--- src/rtl/cpu_pkg.sv ---
// Shared CPU types for the decode stage: opcodes, ALU/control op enums,
// immediate formats and the decoded control bundle.
package cpu_pkg;

  localparam logic [6:0] OP_LUI   = 7'b0110111;
  localparam logic [6:0] OP_AUIPC = 7'b0010111;
  localparam logic [6:0] OP_JAL   = 7'b1101111;
  localparam logic [6:0] OP_JALR  = 7'b1100111;
  localparam logic [6:0] OP_BTYPE = 7'b1100011;
  localparam logic [6:0] OP_LOAD  = 7'b0000011;
  localparam logic [6:0] OP_STORE = 7'b0100011;
  localparam logic [6:0] OP_ITYPE = 7'b0010011;
  localparam logic [6:0] OP_RTYPE = 7'b0110011;

  localparam logic [6:0] F7_BASE   = 7'b0000000;
  localparam logic [6:0] F7_ALT    = 7'b0100000;
  localparam logic [6:0] F7_MULDIV = 7'b0000001;

  typedef enum logic [4:0] {
    ALU_ADD, ALU_SUB, ALU_SLL, ALU_SLT, ALU_SLTU, ALU_XOR, ALU_SRL, ALU_SRA,
    ALU_OR, ALU_AND, ALU_MUL, ALU_MULH, ALU_MULHSU, ALU_MULHU,
    ALU_DIV, ALU_DIVU, ALU_REM, ALU_REMU
  } alu_op_t;

  typedef enum logic [4:0] {
    CU_LUI, CU_AUIPC, CU_JAL, CU_JALR,
    CU_BEQ, CU_BNE, CU_BLT, CU_BGE, CU_BLTU, CU_BGEU,
    CU_LB, CU_LH, CU_LW, CU_LBU, CU_LHU,
    CU_SB, CU_SH, CU_SW, CU_ALU
  } cu_op_t;

  typedef enum logic [2:0] {IMM_NONE, IMM_I, IMM_S, IMM_B, IMM_U, IMM_J} imm_fmt_t;

  typedef struct packed {
    cu_op_t     cu_op;
    alu_op_t    alu_op;
    logic [4:0] rs1;
    logic [4:0] rs2;
    logic [4:0] rd;
    logic       reg_write;
    logic       mem_read;
    logic       mem_write;
    logic       branch;
    logic       alu_src;
    logic       mem_to_reg;
    logic       illegal;
    logic       uses_rs1;
    logic       uses_rs2;
  } decoded_t;

  // Every immediate format draws only on instr[31:7]; result is sign-extended to 32.
  function automatic logic [31:0] imm32(input logic [31:7] ins, input imm_fmt_t fmt);
    case (fmt)
      IMM_I:   imm32 = {{20{ins[31]}}, ins[31:20]};
      IMM_S:   imm32 = {{20{ins[31]}}, ins[31:25], ins[11:7]};
      IMM_B:   imm32 = {{19{ins[31]}}, ins[31], ins[7], ins[30:25], ins[11:8], 1'b0};
      IMM_U:   imm32 = {ins[31:12], 12'b0};
      IMM_J:   imm32 = {{11{ins[31]}}, ins[31], ins[19:12], ins[20], ins[30:21], 1'b0};
      default: imm32 = '0;
    endcase
  endfunction

endpackage

--- src/rtl/instr_decoder.sv ---
// Combinational RV32I (+ optional M) decoder: raw instruction word to control
// bundle and sign-extended immediate.
module instr_decoder
  import cpu_pkg::*;
#(
  parameter int XLEN     = 32,
  parameter bit ENABLE_M = 1'b0
) (
  input  logic [31:0]     instr,
  output decoded_t        dec,
  output logic [XLEN-1:0] imm
);

  logic [6:0] opcode, f7;
  logic [2:0] f3;
  logic       sll_bad, sr_bad;
  imm_fmt_t   fmt;

  assign opcode = instr[6:0];
  assign f3     = instr[14:12];
  assign f7     = instr[31:25];
  // RV64 shifts borrow instr[25] as shamt[5]
  assign sll_bad = (XLEN == 32) ? (instr[31:25] != '0) : (instr[31:26] != '0);
  assign sr_bad  = (XLEN == 32) ? ({instr[31], instr[29:25]} != '0)
                                : ({instr[31], instr[29:26]} != '0);

  always_comb begin
    dec        = '0;
    dec.cu_op  = CU_ALU;
    dec.alu_op = ALU_ADD;
    fmt        = IMM_NONE;
    case (opcode)
      OP_LUI, OP_AUIPC: begin
        dec.cu_op     = (opcode == OP_LUI) ? CU_LUI : CU_AUIPC;
        fmt           = IMM_U;
        dec.rd        = instr[11:7];
        dec.reg_write = 1'b1;
        dec.alu_src   = 1'b1;
      end
      OP_JAL: begin
        dec.cu_op     = CU_JAL;
        fmt           = IMM_J;
        dec.rd        = instr[11:7];
        dec.reg_write = 1'b1;
      end
      OP_JALR: begin
        dec.cu_op     = CU_JALR;
        fmt           = IMM_I;
        dec.rs1       = instr[19:15];
        dec.uses_rs1  = 1'b1;
        dec.rd        = instr[11:7];
        dec.reg_write = 1'b1;
        dec.alu_src   = 1'b1;
        dec.illegal   = (f3 != 3'b000);
      end
      OP_BTYPE: begin
        fmt          = IMM_B;
        dec.rs1      = instr[19:15];
        dec.rs2      = instr[24:20];
        dec.uses_rs1 = 1'b1;
        dec.uses_rs2 = 1'b1;
        dec.branch   = 1'b1;
        dec.alu_op   = ALU_SUB;
        case (f3)
          3'b000:  dec.cu_op = CU_BEQ;
          3'b001:  dec.cu_op = CU_BNE;
          3'b100:  dec.cu_op = CU_BLT;
          3'b101:  dec.cu_op = CU_BGE;
          3'b110:  dec.cu_op = CU_BLTU;
          3'b111:  dec.cu_op = CU_BGEU;
          default: dec.illegal = 1'b1;
        endcase
      end
      OP_LOAD: begin
        fmt            = IMM_I;
        dec.rs1        = instr[19:15];
        dec.uses_rs1   = 1'b1;
        dec.rd         = instr[11:7];
        dec.reg_write  = 1'b1;
        dec.mem_read   = 1'b1;
        dec.mem_to_reg = 1'b1;
        dec.alu_src    = 1'b1;
        case (f3)
          3'b000:  dec.cu_op = CU_LB;
          3'b001:  dec.cu_op = CU_LH;
          3'b010:  dec.cu_op = CU_LW;
          3'b100:  dec.cu_op = CU_LBU;
          3'b101:  dec.cu_op = CU_LHU;
          default: dec.illegal = 1'b1;
        endcase
      end
      OP_STORE: begin
        fmt           = IMM_S;
        dec.rs1       = instr[19:15];
        dec.rs2       = instr[24:20];
        dec.uses_rs1  = 1'b1;
        dec.uses_rs2  = 1'b1;
        dec.mem_write = 1'b1;
        dec.alu_src   = 1'b1;
        case (f3)
          3'b000:  dec.cu_op = CU_SB;
          3'b001:  dec.cu_op = CU_SH;
          3'b010:  dec.cu_op = CU_SW;
          default: dec.illegal = 1'b1;
        endcase
      end
      OP_ITYPE: begin
        fmt           = IMM_I;
        dec.rs1       = instr[19:15];
        dec.uses_rs1  = 1'b1;
        dec.rd        = instr[11:7];
        dec.reg_write = 1'b1;
        dec.alu_src   = 1'b1;
        case (f3)
          3'b000:  dec.alu_op = ALU_ADD;
          3'b010:  dec.alu_op = ALU_SLT;
          3'b011:  dec.alu_op = ALU_SLTU;
          3'b100:  dec.alu_op = ALU_XOR;
          3'b110:  dec.alu_op = ALU_OR;
          3'b111:  dec.alu_op = ALU_AND;
          3'b001: begin
            dec.alu_op  = ALU_SLL;
            dec.illegal = sll_bad;
          end
          default: begin
            dec.alu_op  = instr[30] ? ALU_SRA : ALU_SRL;
            dec.illegal = sr_bad;
          end
        endcase
      end
      OP_RTYPE: begin
        dec.rs1       = instr[19:15];
        dec.rs2       = instr[24:20];
        dec.uses_rs1  = 1'b1;
        dec.uses_rs2  = 1'b1;
        dec.rd        = instr[11:7];
        dec.reg_write = 1'b1;
        case (f7)
          F7_BASE:
            case (f3)
              3'b000:  dec.alu_op = ALU_ADD;
              3'b001:  dec.alu_op = ALU_SLL;
              3'b010:  dec.alu_op = ALU_SLT;
              3'b011:  dec.alu_op = ALU_SLTU;
              3'b100:  dec.alu_op = ALU_XOR;
              3'b101:  dec.alu_op = ALU_SRL;
              3'b110:  dec.alu_op = ALU_OR;
              default: dec.alu_op = ALU_AND;
            endcase
          F7_ALT:
            case (f3)
              3'b000:  dec.alu_op = ALU_SUB;
              3'b101:  dec.alu_op = ALU_SRA;
              default: dec.illegal = 1'b1;
            endcase
          F7_MULDIV:
            if (ENABLE_M) begin
              case (f3)
                3'b000:  dec.alu_op = ALU_MUL;
                3'b001:  dec.alu_op = ALU_MULH;
                3'b010:  dec.alu_op = ALU_MULHSU;
                3'b011:  dec.alu_op = ALU_MULHU;
                3'b100:  dec.alu_op = ALU_DIV;
                3'b101:  dec.alu_op = ALU_DIVU;
                3'b110:  dec.alu_op = ALU_REM;
                default: dec.alu_op = ALU_REMU;
              endcase
            end else begin
              dec.illegal = 1'b1;
            end
          default: dec.illegal = 1'b1;
        endcase
      end
      default: dec.illegal = 1'b1;
    endcase

    // Illegal ops still flow to EX for trapping, but must have no side effects
    if (dec.illegal) begin
      dec.reg_write  = 1'b0;
      dec.mem_read   = 1'b0;
      dec.mem_write  = 1'b0;
      dec.branch     = 1'b0;
      dec.mem_to_reg = 1'b0;
      dec.uses_rs1   = 1'b0;
      dec.uses_rs2   = 1'b0;
    end
    if (dec.rd == 5'd0) dec.reg_write = 1'b0;

    imm = XLEN'($signed(imm32(instr[31:7], fmt)));
  end

endmodule

--- src/rtl/decode_stage.sv ---
// Registered decode stage between IF and EX: 2-entry skid buffer of decoded
// bundles, load-use bubble insertion and flush.
module decode_stage
  import cpu_pkg::*;
#(
  parameter int XLEN     = 32,
  parameter bit ENABLE_M = 1'b0,
  parameter int REG_AW   = 5
) (
  input  logic              clk,
  input  logic              rst,
  input  logic              if_valid,
  output logic              if_ready,
  input  logic [31:0]       if_instr,
  input  logic [XLEN-1:0]   if_pc,
  input  logic              flush,
  input  logic              ex_ready,
  output logic              id_valid,
  output logic [XLEN-1:0]   id_pc,
  output cu_op_t            id_cu_op,
  output alu_op_t           id_alu_op,
  output logic [XLEN-1:0]   id_imm,
  output logic [REG_AW-1:0] id_rs1,
  output logic [REG_AW-1:0] id_rs2,
  output logic [REG_AW-1:0] id_rd,
  output logic              id_reg_write,
  output logic              id_mem_read,
  output logic              id_mem_write,
  output logic              id_branch,
  output logic              id_alu_src,
  output logic              id_mem_to_reg,
  output logic              id_illegal
);

  typedef enum logic [1:0] {EMPTY, ONE, TWO} buf_state_t;

  buf_state_t      state, state_nxt;
  decoded_t        dec, out_q, skid_q;
  logic [XLEN-1:0] dec_imm, out_imm, skid_imm, out_pc, skid_pc;
  logic            ld_vld, hazard, if_xfer, ex_xfer;
  logic [4:0]      ld_rd;
  logic            take_dec, take_skid, fill_skid;

  instr_decoder #(.XLEN(XLEN), .ENABLE_M(ENABLE_M)) u_dec (
    .instr (if_instr),
    .dec   (dec),
    .imm   (dec_imm)
  );

  // ld_rd is never x0, so unused (zeroed) source fields can't match
  assign hazard = ld_vld && ((out_q.uses_rs1 && out_q.rs1 == ld_rd) ||
                             (out_q.uses_rs2 && out_q.rs2 == ld_rd));

  assign id_valid = (state != EMPTY) && !hazard;
  assign if_ready = (state != TWO);
  assign if_xfer  = if_valid && if_ready;
  assign ex_xfer  = id_valid && ex_ready;

  always_comb begin
    state_nxt = state;
    take_dec  = 1'b0;
    take_skid = 1'b0;
    fill_skid = 1'b0;
    case (state)
      EMPTY:
        if (if_xfer) begin
          state_nxt = ONE;
          take_dec  = 1'b1;
        end
      ONE:
        if (if_xfer && ex_xfer) begin
          take_dec = 1'b1;
        end else if (if_xfer) begin
          state_nxt = TWO;
          fill_skid = 1'b1;
        end else if (ex_xfer) begin
          state_nxt = EMPTY;
        end
      TWO:
        if (ex_xfer) begin
          state_nxt = ONE;
          take_skid = 1'b1;
        end
      default: state_nxt = EMPTY;
    endcase
    if (flush) begin
      state_nxt = EMPTY;
      take_dec  = 1'b0;
      take_skid = 1'b0;
      fill_skid = 1'b0;
    end
  end

  always_ff @(posedge clk or posedge rst) begin
    if (rst) begin
      state    <= EMPTY;
      out_q    <= '0;
      out_imm  <= '0;
      out_pc   <= '0;
      skid_q   <= '0;
      skid_imm <= '0;
      skid_pc  <= '0;
      ld_vld   <= 1'b0;
      ld_rd    <= '0;
    end else begin
      state  <= state_nxt;
      // Load tracking lives exactly one cycle after the load leaves
      ld_vld <= !flush && ex_xfer && out_q.mem_read && (out_q.rd != 5'd0);
      if (ex_xfer) ld_rd <= out_q.rd;
      if (take_dec) begin
        out_q   <= dec;
        out_imm <= dec_imm;
        out_pc  <= if_pc;
      end else if (take_skid) begin
        out_q   <= skid_q;
        out_imm <= skid_imm;
        out_pc  <= skid_pc;
      end
      if (fill_skid) begin
        skid_q   <= dec;
        skid_imm <= dec_imm;
        skid_pc  <= if_pc;
      end
    end
  end

  assign id_pc         = out_pc;
  assign id_cu_op      = out_q.cu_op;
  assign id_alu_op     = out_q.alu_op;
  assign id_imm        = out_imm;
  assign id_rs1        = REG_AW'(out_q.rs1);
  assign id_rs2        = REG_AW'(out_q.rs2);
  assign id_rd         = REG_AW'(out_q.rd);
  assign id_reg_write  = out_q.reg_write;
  assign id_mem_read   = out_q.mem_read;
  assign id_mem_write  = out_q.mem_write;
  assign id_branch     = out_q.branch;
  assign id_alu_src    = out_q.alu_src;
  assign id_mem_to_reg = out_q.mem_to_reg;
  assign id_illegal    = out_q.illegal;

endmodule

--- config.mk ---
export PLATFORM = sky130hd
export DESIGN_NAME = decode_stage
export DESIGN_NICKNAME = d
export VERILOG_FILES = /design/src/rtl/cpu_pkg.sv /design/src/rtl/instr_decoder.sv /design/src/rtl/decode_stage.sv
export SDC_FILE = /design/constraint.sdc
export NUM_CORES = 1
export LEC_CHECK = 0
export ABC_AREA = 1
export ABC_CLOCK_PERIOD_IN_PS = 8900
export CORE_MARGIN = 2
export CORE_UTILIZATION = 50
export DETAILED_ROUTE_END_ITERATION = 12
export GPL_TIMING_DRIVEN = 0
export PLACE_DENSITY = 0.73
export RECOVER_POWER = 50
export SYNTH_ARGS = -nofsm -noshare
export SYNTH_HDL_FRONTEND = slang
export SYNTH_SLANG_ARGS = --single-unit
--- constraint.sdc ---
create_clock -name clk -period 8.9 [get_ports clk]
set_input_delay 2.225 -clock clk [delete_from_list [all_inputs] [get_ports clk]]
set_output_delay 2.225 -clock clk [all_outputs]
set_load 0.03 [all_outputs]
; ---- After elaboration in Yosys (flattened, before gate mapping)
; Cells that the tools add are included.
[totals]
ff_bits = 204
inputBits = 69
out_inout_bits = 98
elab_cells = 158
[op_classes]
eq_ne = 31
mux = 56
n_reduce_logical = 36
[ops]
columns = op, n
row1 = one-hot mux 32 bit (5 select lines), 1
row2 = 2-to-1 mux 32 bit, 4
row3 = 2-to-1 mux 34 bit, 2
row4 = one-hot mux 5 bit (6 select lines), 2
row5 = one-hot mux 5 bit (7 select lines), 1
row6 = one-hot mux 5 bit (3 select lines), 2
row7 = "== test 7 x 6 -> 1 bit, second input constant", 4
row8 = one-hot mux 4 bit (7 select lines), 1
row9 = one-hot mux 5 bit (5 select lines), 1
row10 = OR reduction 6 bit, 4
row11 = 2-to-1 mux 1 bit, 23
row12 = "== test 7 bit, second input constant", 3
row13 = "== test 3 bit, second input constant", 6
row14 = one-hot mux 3 bit (5 select lines), 1
row15 = "== test 7 x 5 -> 1 bit, second input constant", 2
row16 = 2-to-1 mux 2 bit, 7
row17 = "== test 3 x 2 -> 1 bit, second input constant", 4
row18 = OR reduction 3 bit, 4
row19 = == test 5 bit, 2
row20 = logical AND 1 bit, 10
row21 = 2-to-1 mux 5 bit, 2
row22 = one-hot mux 5 bit (2 select lines), 1
row23 = "!= test 3 bit, second input constant", 3
row24 = "== test 7 x 2 -> 1 bit, second input constant", 1
row25 = other kinds (26), 32

; ---- Logic depth before layout (Yosys ltp)
; Gate-level depths: netlist of run 1.
[logic_depth]
ltp_word = 12
depth_mapped = 14
ltp_nobuf = 13

; ---- Hierarchy
; Synthesis of run 1 repeated with hierarchy kept, for this count alone.
[unflattened]
hier_cells = 1521
area_unflattened_um2 = 10891.7
[modules_own_cells]
columns = module, n_inst, cells_per_inst, area_each_um2
row1 = decode_stage, 1, 1284, 9781.9
row2 = instr_decoder, 1, 237, 1109.8

; ---- Least setup slack after synthesis of run 1
; Ideal clock, no wire load.
[synth_path]
path_type = input-to-reg
from = input port if_instr[4]
to = register out_imm[12] (netlist: id_imm[12])
setup_time_ns = 0.125
arrival_ns = 3.346
t_required_ns = 8.775
slack_ns = 5.429
stages = 9
path_cell_list = inv_1 nand2_1 nor2_4 nand2_1 nand2_1 o21ai_0 o21ai_0 nand2_1 nand3_1
[synth_between]
elab_chain_len = 6
elab_cells_between_ends = 18
[synth_rtl]
columns = element, line_no
row1 = from (decl), decode_stage.sv:14  ; input logic [31:0] if_instr,
row2 = "== test 7 bit, or another cell as far along", instr_decoder.sv:32  ; case (opcode)
row3 = OR reduction 3 bit (no source line) or OR reduction 2 bit (tied branches), -
row4 = one-hot mux 3 bit (5 select lines) (*), instr_decoder.sv:32
row5 = "== test 3 bit, or another cell as far along", cpu_pkg.sv:53  ; case (fmt)
row6 = one-hot mux 32 bit (5 select lines) (*), cpu_pkg.sv:53
row7 = 2-to-1 mux 32 bit (*), decode_stage.sv:110  ; if (take_dec) begin
row8 = to (signal assigned), decode_stage.sv:112  ; out_imm <= dec_imm;
row9 = to (signal assigned), decode_stage.sv:116  ; out_imm <= skid_imm;
row10 = to (decl), decode_stage.sv:39  ; logic [XLEN-1:0] dec_imm, out_imm, skid_imm, out_pc, skid_pc;
; Mark *: on every way between the ends. The rest lies on a longest branch, timed or not.
; A chain may end at the register's enable or synchronous reset.

==> key figures, run 1 <==
STA
  – Period minus WS final: 5.27 ns
  – Unrepaired setup endpoints after global routing: no
  – Fin. max-slew vios: 92
  – Slew headroom: -171%
  – Setup violations, final: 0
  – TNS Setup: 0 ns
  – Final period util: 59.2%
  – Final setup margin: 3.63 ns
  – Worst Clk Skew: 0.00847 ns
  – Worst-Margin Slew: 4.05 ns
  – Final Hold Vio Count: 0
  – Hold WS: 0.479 ns
  – Fmax: 190 MHz

Routing
  – Drt total wl: 27800 um
  – Initial DRC Count: 681
  – Vias post-DR: 9145
  – Drt drc: 0
  – DR WL/cell: 15.9 um
  – Antenna-violating nets left: 0
  – Vias/cell: 5.22
  – Router iterations before antenna repair: 5

Worst setup path
  – R2R Path Start: id_rs1[3]
  – Reg2reg setup slack: 6.50 ns
  – Reg2Reg Capture Point: id_alu_op[2]
  – Critical Path RT: 8.75 ns
  – Type of the worst setup path: input pin to asynchronous set/reset pin
  – CP bufs+invs: 2
  – Worst setup startpoint: rst
  – Worst path depth: 2
  – CP top delay family: buffers and inverters
  – Worst EP arrival: 5.11 ns
  – Setup crit start kind: input pin
  – CP max stage cell: clkinvlp_2
  – CP Capture Point: skid_imm[3]
  – Register-to-Register Path Depth: 13
  – Worst path max stage delay: 2.26 ns
  – Worst Path Max Fanout: 92
  – Crit end category: asynchronous set/reset pin
  – Critical Path, Cell by Cell: dlygate4sd3_1 -> clkinvlp_2

Yosys
  – Yosys warns: 0
  – Mapped Nets: 1358
  – Cell taking the most area after synthesis: dfrtp_1
  – Seq/Total Area, Yosys: 51.2%
  – Mapped Avg Cell Area: 7.58 um2
  – Area contributors post-synth: dfrtp_1 51%, nand2_1 21%, nand3_1 11%, buf_4 3.1%, nor2_1 2.8%
  – Post-synth cell types: 33
  – Post-synth ARST share: 100%
  – Area share of the leading cell type in the synthesized netlist: 51.2%
  – Mapped cell area: 9780 um2
  – Register bit total from synthesis: 200
  – Synth cell count leaders: 554 x nand2_1, 208 x nand3_1, 200 x dfrtp_1
  – Count leader, synth: nand2_1
  – Cell count after synthesis: 1289
  – Post-synth top flop: dfrtp_1
  – Post-synth EDFFs: 0

Global routing
  – Gr usage total: 27.6%
  – GRT overflow: 0
  – Initial antenna violation count: 0
  – Global-route wire length before repair: 44100 um
  – Largest net degree at the start of global routing: 110
  – Number of global-route vias before repair: 8390

Finish
  – Share of cells above drive strength 1: 8.41%
  – Nets: 1543
  – Area grow syn2layout: 26.7%
  – Diode count: 0

Floorplan
  – Core Area: 19300 um2
  – Die area: 20700 um2
  – I/O pin total: 167
  – Die width: 144 um
  – Rows: 51
  – Die span in y: 144 um
  – Initial Util: 50.6%

Clock network
  – Clock latency at the later pin of the worst-skew pair: 0.43 ns
  – # H-tree levels: 4
  – Clock slew at reported path FFs: 0.07 ns
  – CTS Root Cell: clkbuf_16
  – CTS Buf Count: 17
  – Clk buf depth: 2
  – TritonCTS clock tree: done
  – Hold Buf Count CTS: 0
  – Resize count post-CTS: 0
  – # clock sinks: 200
  – Setup bufs post-CTS: 0

Pwr
  – Leakage power: 0.00641 uW
  – Power per Cell Area: 242 nW/um2
  – Peak VDD IR: 0.136 mV

Placed design
  – Placement Setup Slack: 4.32 ns
  – IO buf count: 165
  – HPWL after detailed placement: 20000 um
  – RD Place Congestion: 0.951

Status
  – Outcome: finished, violations left
  – Violated checks: capacitance limit, slew limit

Worst hold path
  – Worst min-delay path class: flip-flop to flip-flop

Job
  – Max cap viols: 1
-- cells by family after synthesis --
family / after synthesis / share of synthesized area (%)
buffers and inverters: 163 / 8.51
AOI/OAI and AO/OA: 64 / 3.70
and+or+nand+nor: 861 / 36.6
DFF: 200 / 51.2
other: 1 / 0.0384
-- routing by layer --
| metal | track usage (%) | wire [um] | vias to the layer above |
|---|---|---|---|
| met3 | 5.43 | 1760 | 42 |
| met1 | 40.0 | 12600 | 4321 |
| met2 | 42.8 | 12900 | 345 |
| met4 | 7.43 | 532 | 0 |
| met5 | 0 | 0 | - |
| li1 | - | - | 4437 |
-- worst min path at each step --
stage / to / start / cells past startpoint
final: skid_q[19] / skid_q[19] / 2
after global routing: skid_pc[17] / skid_pc[17] / 2
after CTS: skid_q[6] / skid_q[6] / 2
after detailed placement: skid_imm[16] / skid_imm[16] / 2
after global placement: skid_pc[4] / skid_pc[4] / 2
after floorplan: skid_pc[0] / skid_pc[0] / 2
-- where the power goes --
part           switching [uW]  internal [uW]
Combinational             569            357
Clock                     365            440
Sequential                132           1130
-- state kept, by name, summed over array words and instances (netlist names), 4 cells and up --
signal     count
skid_q        32
id_rs1         5
id_imm        32
skid_imm      32
id_rd          5
id_cu_op       5
skid_pc       32
id_rs2         5
ld_rd          5
id_alu_op      4
id_pc         32
-- through the flow --
step	util, %	instance area, um2	std cells	total power (uW)
2_1_floorplan	-	9780	1289	1840
3_3_place_gp	60.8	11800	1719	2210
3_5_place_dp	61.0	11800	1720	2230
4_1_cts	64.2	12400	1752	3030
5_1_grt	64.1	12400	1752	3150
6_report	64.1	12400	1752	2990
-- cell type report --
class,instances,area [um2]
plain buffers,89,554
clock buffers,19,453
clock inverters,13,159
fillers,1733,6950
inverters,74,279
multi-input cells,926,3930
flip-flops and latches,200,5000
well taps,265,332
repair buffers,166,1680
-- cells in the final DEF, fill, tap and decap left out, types with 7 or more instances in the layout --
| cell | count |
|---|---|
| inv_1 | 63 |
| nand3_1 | 209 |
| a21oi_1 | 12 |
| o21ai_0 | 36 |
| buf_4 | 40 |
| dfrtp_1 | 200 |
| dlygate4sd3_1 | 44 |
| nand2_1 | 554 |
| clkbuf_16 | 17 |
| clkdlybuf4s50_1 | 121 |
| nor2_1 | 74 |
| buf_2 | 26 |
| nor3_1 | 7 |
| clkbuf_1 | 17 |
| inv_2 | 9 |
Power figures use the tool's default switching activity.
==> run 2: changes to the inputs <==
Settings changed: ABC_CLOCK_PERIOD_IN_PS 8900 to 4800, CORE_UTILIZATION 50 to 48.
Clock period 8.9 ns to 4.8 ns, I/O delays scaled along.
==> run 2 against run 1 <==
  * The flow still finishes with violations (capacitance limit, slew limit)
  * Non-clock buffer count grew 4
  * Clock skew up 0.00073 ns
  * Routed wire length up 1.5%
  * Core utilization is 2.4 points lower
  * Sequential share of layout area down 0.053 points
  * Clock power grew 74%
  * Final cell count grew 0.51%
  * Global-route usage decreased by 0.95 points
  * Via count rose by 0.54%
  * Critical path type unchanged
==> key figures, run 2 (synthesized netlist as in run 1, its figures left out) <==
Worst hold path
  – Hold path start: skid_imm[8]
  – Worst min-delay path class: flip-flop to flip-flop
  – Hold EP: skid_imm[8]
  – Min-Delay Path Depth: 2 (unchanged)

Finish
  – Design Area, Final: 12400 um2 (+0.13%)
  – Diode count: 0 (unchanged)
  – Most common cell after layout, fill and taps aside: nand2_1
  – Share of cells above drive strength 1: 8.52% (+0.11 points)
  – Nets: 1547 (+0.26%)
  – Area grow syn2layout: 26.9%
  – Highest-count cells in the layout ignoring fill and taps: 554 x nand2_1, 209 x nand3_1, 200 x dfrtp_1
  – Fin cells: 1761 (+0.51%)
  – Fillers: 1754 (+1.2%)

STA
  – Slew headroom: -17.4% (+150 points)
  – Worst-Margin Slew: 1.76 ns (-2.28 ns)
  – Final Hold Vio Count: 0 (unchanged)
  – Final period util: 70.9%
  – Worst Clk Skew: 0.00920 ns (+0.000731 ns)
  – Fmax: 294 MHz
  – Setup violations, final: 0 (unchanged)
  – Period minus WS final: 3.40 ns
  – TNS Setup: 0 ns (unchanged)
  – Fin. max-slew vios: 31 (-66%)
  – Unrepaired setup endpoints after global routing: no
  – Final setup margin: 1.40 ns (-2.24 ns)

Worst setup path
  – Worst EP arrival: 3.62 ns (-1.49 ns)
  – Worst Path Max Fanout: 31 (-66%)
  – Reg2reg setup slack: 2.42 ns (-4.08 ns)
  – Reg2Reg Capture Point: id_pc[7]
  – Worst setup startpoint: rst
  – R2R Path Start: ld_rd[3]
  – Crit end category: asynchronous set/reset pin
  – Register-to-Register Path Depth: 13 (unchanged)
  – Critical Path RT: 5.02 ns (-3.73 ns)
  – Setup crit start kind: input pin
  – Type of the worst setup path: input pin to asynchronous set/reset pin

Floorplan
  – I/O pin total: 167 (unchanged)
  – Initial Util: 48.6% (-1.9 points)
  – Die area: 21500 um2 (+4.1%)
  – Core Area: 20100 um2 (+4.0%)
  – Die width: 147 um (+2.0%)
  – Rows: 52 (+2.0%)
  – Die span in y: 147 um (+2.0%)

Clock network
  – Clock slew at reported path FFs: 0.07 ns (about the same)
  – TritonCTS clock tree: done
  – # H-tree levels: 4 (unchanged)
  – # clock sinks: 200 (unchanged)
  – Clock latency at the later pin of the worst-skew pair: 0.44 ns (about the same)
  – Setup bufs post-CTS: 0 (unchanged)
  – Hold Buf Count CTS: 0 (unchanged)
  – Resize count post-CTS: 0 (unchanged)
  – Clk buf depth: 2 (unchanged)
  – CTS Buf Count: 17 (unchanged)
  – CTS Root Cell: clkbuf_16

Placed design
  – # placed instances: 1729 (+0.52%)
  – Placed Area: 11900 um2 (+0.64%)
  – IO buf count: 165 (unchanged)
  – RD Place Congestion: 0.891 (-6.3%)
  – Placement Setup Slack: 1.26 ns (-3.06 ns)
  – HPWL after detailed placement: 20600 um (+3.0%)

Routing
  – Vias/cell: 5.22 (about the same)
  – Drt total wl: 28200 um (+1.5%)
  – Antenna-violating nets left: 0 (unchanged)
  – Drt drc: 0 (unchanged)
  – DR WL/cell: 16.0 um (+1.0%)
  – Initial DRC Count: 825 (+21%)
  – Router iterations before antenna repair: 5 (unchanged)
  – Vias post-DR: 9194 (+0.54%)

Job
  – Max cap viols: 1 (unchanged)

Global routing
  – Number of global-route vias before repair: 8646 (+3.1%)
  – Gr usage total: 26.7% (-0.95 points)
  – Initial antenna violation count: 0 (unchanged)
  – GRT overflow: 0 (unchanged)
  – Global-route wire length before repair: 45500 um (+3.1%)
  – Largest net degree at the start of global routing: 43 (-61%)

Pwr
  – Power per Cell Area: 440 nW/um2 (+82%)
  – Peak VDD IR: 0.244 mV (+79%)
  – Leakage power: 0.00640 uW (about the same)

Status
  – Violated checks: capacitance limit, slew limit
  – Outcome: finished, violations left
-- run 2: cell types whose count changed in the layout (fill, tap and decap cells not counted) --
cell and delta:
clkinv_4 +2, buf_16 -1, buf_12 +4, clkinv_2 -1
clkinvlp_4 +2, bufinv_16 -2, inv_6 -2, clkbuf_1 +2
-- run 2: layer usage --
metal,vias up,track usage (%),share of wire [%]
met4,0,8.93,2.3
met2,367,42.7,47
met3,47,4.19,7.0
met1,4342,37.5,43
li1,4438,-,-
met5,-,0,0
-- run 2: area by class of cell --
cell class | instances | area (um2) | area share (%)
flip-flops and latches | 200 | 5000 | 40.4
multi-input cells | 926 | 3930 | 31.7
repair buffers | 170 | 1740 | 14.0
plain buffers | 89 | 554 | 4.47
clock buffers | 20 | 457 | 3.68
well taps | 270 | 338 | 2.72
inverters | 74 | 279 | 2.25
clock inverters | 12 | 109 | 0.878
-- run 2: worst max-delay path by stage --
stage	end	slack, ns	cells past startpoint
finish	id_rs2[1]	1.40	3
floorplan	id_alu_op[0]	1.01	1
global route	id_rs2[1]	0.98	3
global placement	skid_imm[23]	-0.59	2
detailed placement	id_imm[15]	1.26	9
CTS	id_valid	1.45	8
-- run 2: per-stage QoR --
step,total power [uW],hold slack (ns),utilization (%)
after detailed placement,4140,0.465,59.0
after global routing,5740,0.500,61.7
final,5460,0.480,61.7
after floorplan,3420,0.449,-
after global placement,4100,0.461,58.5
after CTS,5530,0.484,61.8
-- run 2: power breakdown --
group	switching [uW]	total (uW)	internal (uW)
clock network	688	1400	709
registers	245	2340	2090
logic	1060	1720	665
total	1990	5460	3470
-- run 2: critical path, cell delays in order --
cell,delay (ns)
dlygate4sd3_1,0.55
clkinvlp_2,0.53
clkbuf_1,1.33
